File: config.mk
export PLATFORM = sky130hd
export DESIGN_NAME = tl_d_channel_arbiter
export DESIGN_NICKNAME = d
export VERILOG_FILES = /design/src/rtl/tl_d_channel_arbiter.sv
export SDC_FILE = /design/constraint.sdc
export NUM_CORES = 1
export LEC_CHECK = 0
export ABC_CLOCK_PERIOD_IN_PS = 8400
export CELL_PAD_IN_SITES_DETAIL_PLACEMENT = 0
export CELL_PAD_IN_SITES_GLOBAL_PLACEMENT = 1
export CORE_MARGIN = 2
export CORE_UTILIZATION = 18
export CTS_CLUSTER_SIZE = 20
export DETAILED_ROUTE_END_ITERATION = 10
export HOLD_SLACK_MARGIN = 0.06
export PLACE_DENSITY = 0.83
export REMOVE_ABC_BUFFERS = 1
export SYNTH_ARGS = -nofsm -noshare
export SYNTH_HDL_FRONTEND = slang
export SYNTH_SLANG_ARGS = --single-unit
export TNS_END_PERCENT = 5
File: constraint.sdc
create_clock -name clock -period 8.4 [get_ports clock]
set_clock_uncertainty 0.05 [all_clocks]
set_input_delay 2.52 -clock clock [delete_from_list [all_inputs] [get_ports clock]]
set_output_delay 2.52 -clock clock [all_outputs]
set_load 0.01 [all_outputs]
File: src/rtl/tl_d_channel_arbiter.sv
// Round-robin merge of N TileLink D-channel response streams onto one D port.
// Multi-beat data responses keep the grant until their last beat; a stalled grant never moves.
module tl_d_channel_arbiter #(
    parameter int N          = 2,
    parameter int BEAT_BYTES = 8,
    parameter int DATA_W     = 64,
    parameter int SIZE_W     = 4
) (
    input  logic                    clock,
    input  logic                    reset,
    input  logic [N-1:0]            io_in_valid,
    output logic [N-1:0]            io_in_ready,
    input  logic [3*N-1:0]          io_in_bits_opcode,
    input  logic [2*N-1:0]          io_in_bits_param,
    input  logic [SIZE_W*N-1:0]     io_in_bits_size,
    input  logic [5*N-1:0]          io_in_bits_source,
    input  logic [3*N-1:0]          io_in_bits_sink,
    input  logic [N-1:0]            io_in_bits_denied,
    input  logic [DATA_W*N-1:0]     io_in_bits_data,
    input  logic [N-1:0]            io_in_bits_corrupt,
    input  logic                    io_out_ready,
    output logic                    io_out_valid,
    output logic [2:0]              io_out_bits_opcode,
    output logic [1:0]              io_out_bits_param,
    output logic [SIZE_W-1:0]       io_out_bits_size,
    output logic [4:0]              io_out_bits_source,
    output logic [2:0]              io_out_bits_sink,
    output logic                    io_out_bits_denied,
    output logic [DATA_W-1:0]       io_out_bits_data,
    output logic                    io_out_bits_corrupt,
    output logic [$clog2(N)-1:0]    io_grant_idx,
    output logic                    io_locked
);

    localparam int IDX_W  = $clog2(N);
    localparam int LOG_BB = $clog2(BEAT_BYTES);
    localparam int BL_RAW = (1 << SIZE_W) - LOG_BB;
    localparam int BL_W   = (BL_RAW > 8) ? 8 : ((BL_RAW < 1) ? 1 : BL_RAW);

    logic [IDX_W-1:0] rr_ptr_q, rr_ptr_d;
    logic [BL_W-1:0]  beats_left_q, beats_left_d;
    logic             locked_q, locked_d;
    logic [IDX_W-1:0] lock_idx_q, lock_idx_d;
    logic             hold_valid_q, hold_valid_d;
    logic [IDX_W-1:0] hold_idx_q, hold_idx_d;

    logic [IDX_W-1:0] scan_idx;
    logic             scan_hit;
    logic [IDX_W-1:0] grant;
    logic             cand;
    logic             out_valid_raw;
    logic             fire;
    logic             has_data;
    logic [BL_W-1:0]  beats;
    int               j;

    // NOTE: every signal written in an always_comb gets a default first, so no path leaves it unassigned and no latch is inferred.
    always_comb begin
        scan_hit = 1'b0;
        scan_idx = rr_ptr_q;
        j        = 0;
        for (int k = 1; k <= N; k++) begin
            j = int'(rr_ptr_q) + k;
            if (j >= N) j = j - N;
            if (!scan_hit && io_in_valid[j]) begin
                scan_hit = 1'b1;
                scan_idx = IDX_W'(j);
            end
        end
    end

    always_comb begin
        grant = scan_idx;
        cand  = scan_hit;
        if (locked_q) begin
            grant = lock_idx_q;
            cand  = 1'b1;
        end else if (hold_valid_q) begin
            grant = hold_idx_q;
            cand  = 1'b1;
        end
    end

    assign out_valid_raw = cand & io_in_valid[grant];
    assign io_out_valid  = ~reset & out_valid_raw;
    assign fire          = io_out_valid & io_out_ready;
    assign io_grant_idx  = reset ? '0 : grant;
    assign io_locked     = ~reset & locked_q;

    always_comb begin
        io_in_ready = '0;
        if (!reset && io_out_ready) io_in_ready[grant] = 1'b1;
    end

    assign io_out_bits_opcode  = io_in_bits_opcode[int'(grant)*3 +: 3];
    assign io_out_bits_param   = io_in_bits_param[int'(grant)*2 +: 2];
    assign io_out_bits_size    = io_in_bits_size[int'(grant)*SIZE_W +: SIZE_W];
    assign io_out_bits_source  = io_in_bits_source[int'(grant)*5 +: 5];
    assign io_out_bits_sink    = io_in_bits_sink[int'(grant)*3 +: 3];
    assign io_out_bits_denied  = io_in_bits_denied[grant];
    assign io_out_bits_data    = io_in_bits_data[int'(grant)*DATA_W +: DATA_W];
    assign io_out_bits_corrupt = io_in_bits_corrupt[grant];

    // Bursts longer than the counter can hold saturate at its maximum.
    assign has_data = (io_out_bits_opcode == 3'd1) || (io_out_bits_opcode == 3'd5);
    always_comb begin
        beats = BL_W'(1);
        if (has_data && int'(io_out_bits_size) > LOG_BB) begin
            if (int'(io_out_bits_size) - LOG_BB >= BL_W) beats = '1;
            else beats = BL_W'(1) << (int'(io_out_bits_size) - LOG_BB);
        end
    end

    always_comb begin
        rr_ptr_d     = rr_ptr_q;
        beats_left_d = beats_left_q;
        locked_d     = locked_q;
        lock_idx_d   = lock_idx_q;
        hold_valid_d = hold_valid_q;
        hold_idx_d   = hold_idx_q;

        if (fire) begin
            hold_valid_d = 1'b0;
        end else if (!locked_q && io_out_valid && !io_out_ready) begin
            hold_valid_d = 1'b1;
            hold_idx_d   = grant;
        end

        if (fire && !locked_q) begin
            rr_ptr_d = grant;
            if (beats > BL_W'(1)) begin
                locked_d     = 1'b1;
                beats_left_d = beats - BL_W'(1);
                lock_idx_d   = grant;
            end
        end else if (fire && locked_q) begin
            if (beats_left_q == BL_W'(1)) begin
                locked_d     = 1'b0;
                beats_left_d = '0;
            end else begin
                beats_left_d = beats_left_q - BL_W'(1);
            end
        end
    end

    // NOTE: sequential state uses non-blocking assignments so every flop samples pre-edge values.
    always_ff @(posedge clock) begin
        if (reset) begin
            rr_ptr_q     <= IDX_W'(N - 1);
            beats_left_q <= '0;
            locked_q     <= 1'b0;
            lock_idx_q   <= '0;
            hold_valid_q <= 1'b0;
            hold_idx_q   <= '0;
        end else begin
            rr_ptr_q     <= rr_ptr_d;
            beats_left_q <= beats_left_d;
            locked_q     <= locked_d;
            lock_idx_q   <= lock_idx_d;
            hold_valid_q <= hold_valid_d;
            hold_idx_q   <= hold_idx_d;
        end
    end

endmodule

==> flow_summary.toml <==
[timing]
rsz0062_at_grt = "false"
setup_tns_ps = 0
fin_crit_ps = 7529
slew_headroom_pct = 60.96
tightest_slew_ps = 583.5
finalCritPeriodShare_pct = 89.63
final_hold_viol_count = 0
drv_slew = 0
setup_viol = 0
clock.fmax_ghz = 0.1328

[drt]
initialDrtViolationCount = 218
first_pass_iters = 4
ant_nets = 0
routed.top_layer = "met4"
drt-total-wl_um = 13920
route.met2.wl_um = 6818
drc = 0
wl_per_cell_um = 15.57
vias_per_cell = 4.365
vias = 3902
met1_length_um = 6332
met3_length_um = 613

[placed_design]
place_area_mm2 = 0.005359
gp_congestion = 0.8506
portBuffers = 258
hpwl_um = 11510

[global_route]
grt_pass1_wl_um = 21660
grt_usage_pct = 17.29
grt_pass1_vias = 3749
grt_max_degree = 42
grt-ovfl-total = 0
antenna_found_initial = 0

[clock_network]
cts_buffers = 3
clock-sinks = 13
postCtsSetupBuffers = 0
cts-root-buf = "clkbuf_16"
postCtsHoldBufs = 0
cts_resized = 0
tritoncts = "yes"
path_clk_slew_ps = 40
clk_latency_ps = 250
cts_max_path_buffers = 2
cts_max_level = 1

[worst_setup_path]
crit_chain = "clkdlybuf4s50_1, or2_4, and3_1, nor2_8, buf_4, nand2_1, nand2_1, clkdlybuf4s50_1"
reg2regPathDepth = 19
ff2ff_setup_slack_ps = 3710
slowest_delay_ps = 560
critical_path.endpoint = "io_out_bits_data[38]"
path_max_fanout = 22
critical-path-slowest-cell = "clkdlybuf4s50_1"
r2r_end = "beats_left_q[6]"
rr_startpoint = "locked_q"
cp.required_ps = 5830
cp.arrival_ps = 4960
crit_type = "in2out"
cp-startpoint = "io_in_valid[1]"
end_kind = "output port"
startpoint_type = "input port"

[cells_and_area]
nFillCells = 1569
multiInputGateArea_mm2 = 0.002145
final_cell_mix = "258 x clkdlybuf4s50_1, 250 x nand2_1, 21 x nor2_1"
drive_gt1_share_pct = 5.775
nNetsFinal = 888
diodes = 0
fin_area_mm2 = 0.005438
mostFrequentLayoutCell = "clkdlybuf4s50_1"
seq_area_um2 = 260.3
syn_to_final_growth_pct = 108.1

[power]
powerDensity_mw_per_mm2 = 128.4
power.leakage_nw = 2.346
vdd_drop_max_mv = 0.07008

[synthesis]
synth_mux_area_share_pct = 4.023
synth-main-ff-cell = "dfxtp_1"
async_flop_share_pct = 0
netlist_instances = 470
synth_edf_count = 0
synthAdderAreaFrac_pct = 2.874
synth_area_mm2 = 0.002613
synth.distinct_cells = 72
ys_seq_area_share_pct = 9.962
yosysWarnings = 0
synth_xor_area_share_pct = 0
syn-mean-instance-area_um2 = 5.559
synth-compound-area-share_pct = 21.60
synth_top_family_by_area = "simple AND/OR/NAND/NOR gates"
synthSimpleGateAreaFrac_pct = 53.35
yosys_register_bits = 13

[floorplanning]
io_pins = 259
die_w_um = 124.5
dieArea_mm2 = 0.01549
start_util_pct = 18.18
rows = 44
core_area_mm2 = 0.01437
die_y_um = 124.5

[run]
drv_cap = 0

[hold_path]
worstHoldStart = "beats_left_q[5]"
hp-class = "reg2reg"

[run_status]
status = "finished, final reports clean"
## registers in the layout, indices dropped and copies added, names as in the netlist
register	flops
beats_left_q	8
hold_idx_q	1
hold_valid_q	1
lock_idx_q	1
locked_q	1
rr_ptr_q	1
## synthesized netlist by cell type (all sizes together), types with 3 or more instances
master | n | share of area [%]
nand2 | 251 | 36
nor2 | 24 | 4.5
buf | 16 | 3.8
o21ai | 16 | 3.1
clkbuf | 14 | 2.0
dfxtp | 13 | 10
inv | 13 | 1.9
a21oi | 12 | 2.9
nor3 | 12 | 2.3
mux2i | 9 | 3.6
nand3 | 8 | 1.5
ha | 6 | 2.9
a211o | 5 | 1.7
a211oi | 4 | 1.3
a311o | 4 | 1.7
nand2b | 4 | 1.1
a2111oi | 3 | 1.1
a31o | 3 | 1.0
nand4 | 3 | 0.96
nor4 | 3 | 1.5
o211ai | 3 | 0.86
o21a | 3 | 0.86
o22ai | 3 | 0.72
or2 | 3 | 0.81
## critical path: cells and delay by family
family	cells	cell delay, ps
buffers and inverters	3	1340
and+or+nand+nor	5	1090
## logic make-up (layout without fill, tap and decap cells)
| family | Yosys count | in the layout |
|---|---|---|
| simple gates | 323 | 323 |
| compound gates | 74 | 74 |
| flops | 13 | 13 |
| mux | 10 | 10 |
| fa+ha+maj | 6 | 6 |
| buf+inv | 44 | 284 |
## metal layers
metal / vias to the layer above / track usage [%]
met5: - / 0
met4: 0 / 2.908
met3: 7 / 2.148
met2: 119 / 30.47
met1: 1730 / 22.86
li1: 2046 / -
## area by class of cell
type	instances	area share, %
Timing Repair Buffer	267	49.19
Multi-Input combinational cell	413	39.44
Sequential cell	13	4.786
Tap cell	184	4.234
Clock buffer	4	1.450
Inverter	13	0.8974
## where the power goes
part           internal, W  total [W]  leakage (nW)  switching [W]
Combinational     0.000280   0.000535          2.20       0.000255
Sequential       0.0000661  0.0000721         0.106     0.00000601
Clock            0.0000641  0.0000911        0.0382      0.0000271
## metrics by stage
stage	std cells	hold WS, ps	util [%]	total power [W]	setup slack [ps]
2_1_floorplan	439	423.8	-	0.0003034	1596
3_3_place_gp	890	450.0	37.30	0.0006120	827.5
3_5_place_dp	890	468.5	37.30	0.0006111	816.9
4_1_cts	894	474.7	37.84	0.0007055	811.1
5_1_grt	894	523.2	37.84	0.0007509	714.8
6_report	894	468.2	37.84	0.0006983	871.0
## worst min-delay path by stage
| stage | to | cells past startpoint | slack, ps |
|---|---|---|---|
| finish | beats_left_q[5] | 2 | 470 |
| floorplan | beats_left_q[5] | 2 | 420 |
| global placement | beats_left_q[5] | 2 | 450 |
| detailed placement | beats_left_q[5] | 2 | 470 |
| CTS | beats_left_q[5] | 2 | 470 |
| global route | beats_left_q[6] | 3 | 520 |
No activity file was read; power rests on OpenSTA's default activity.
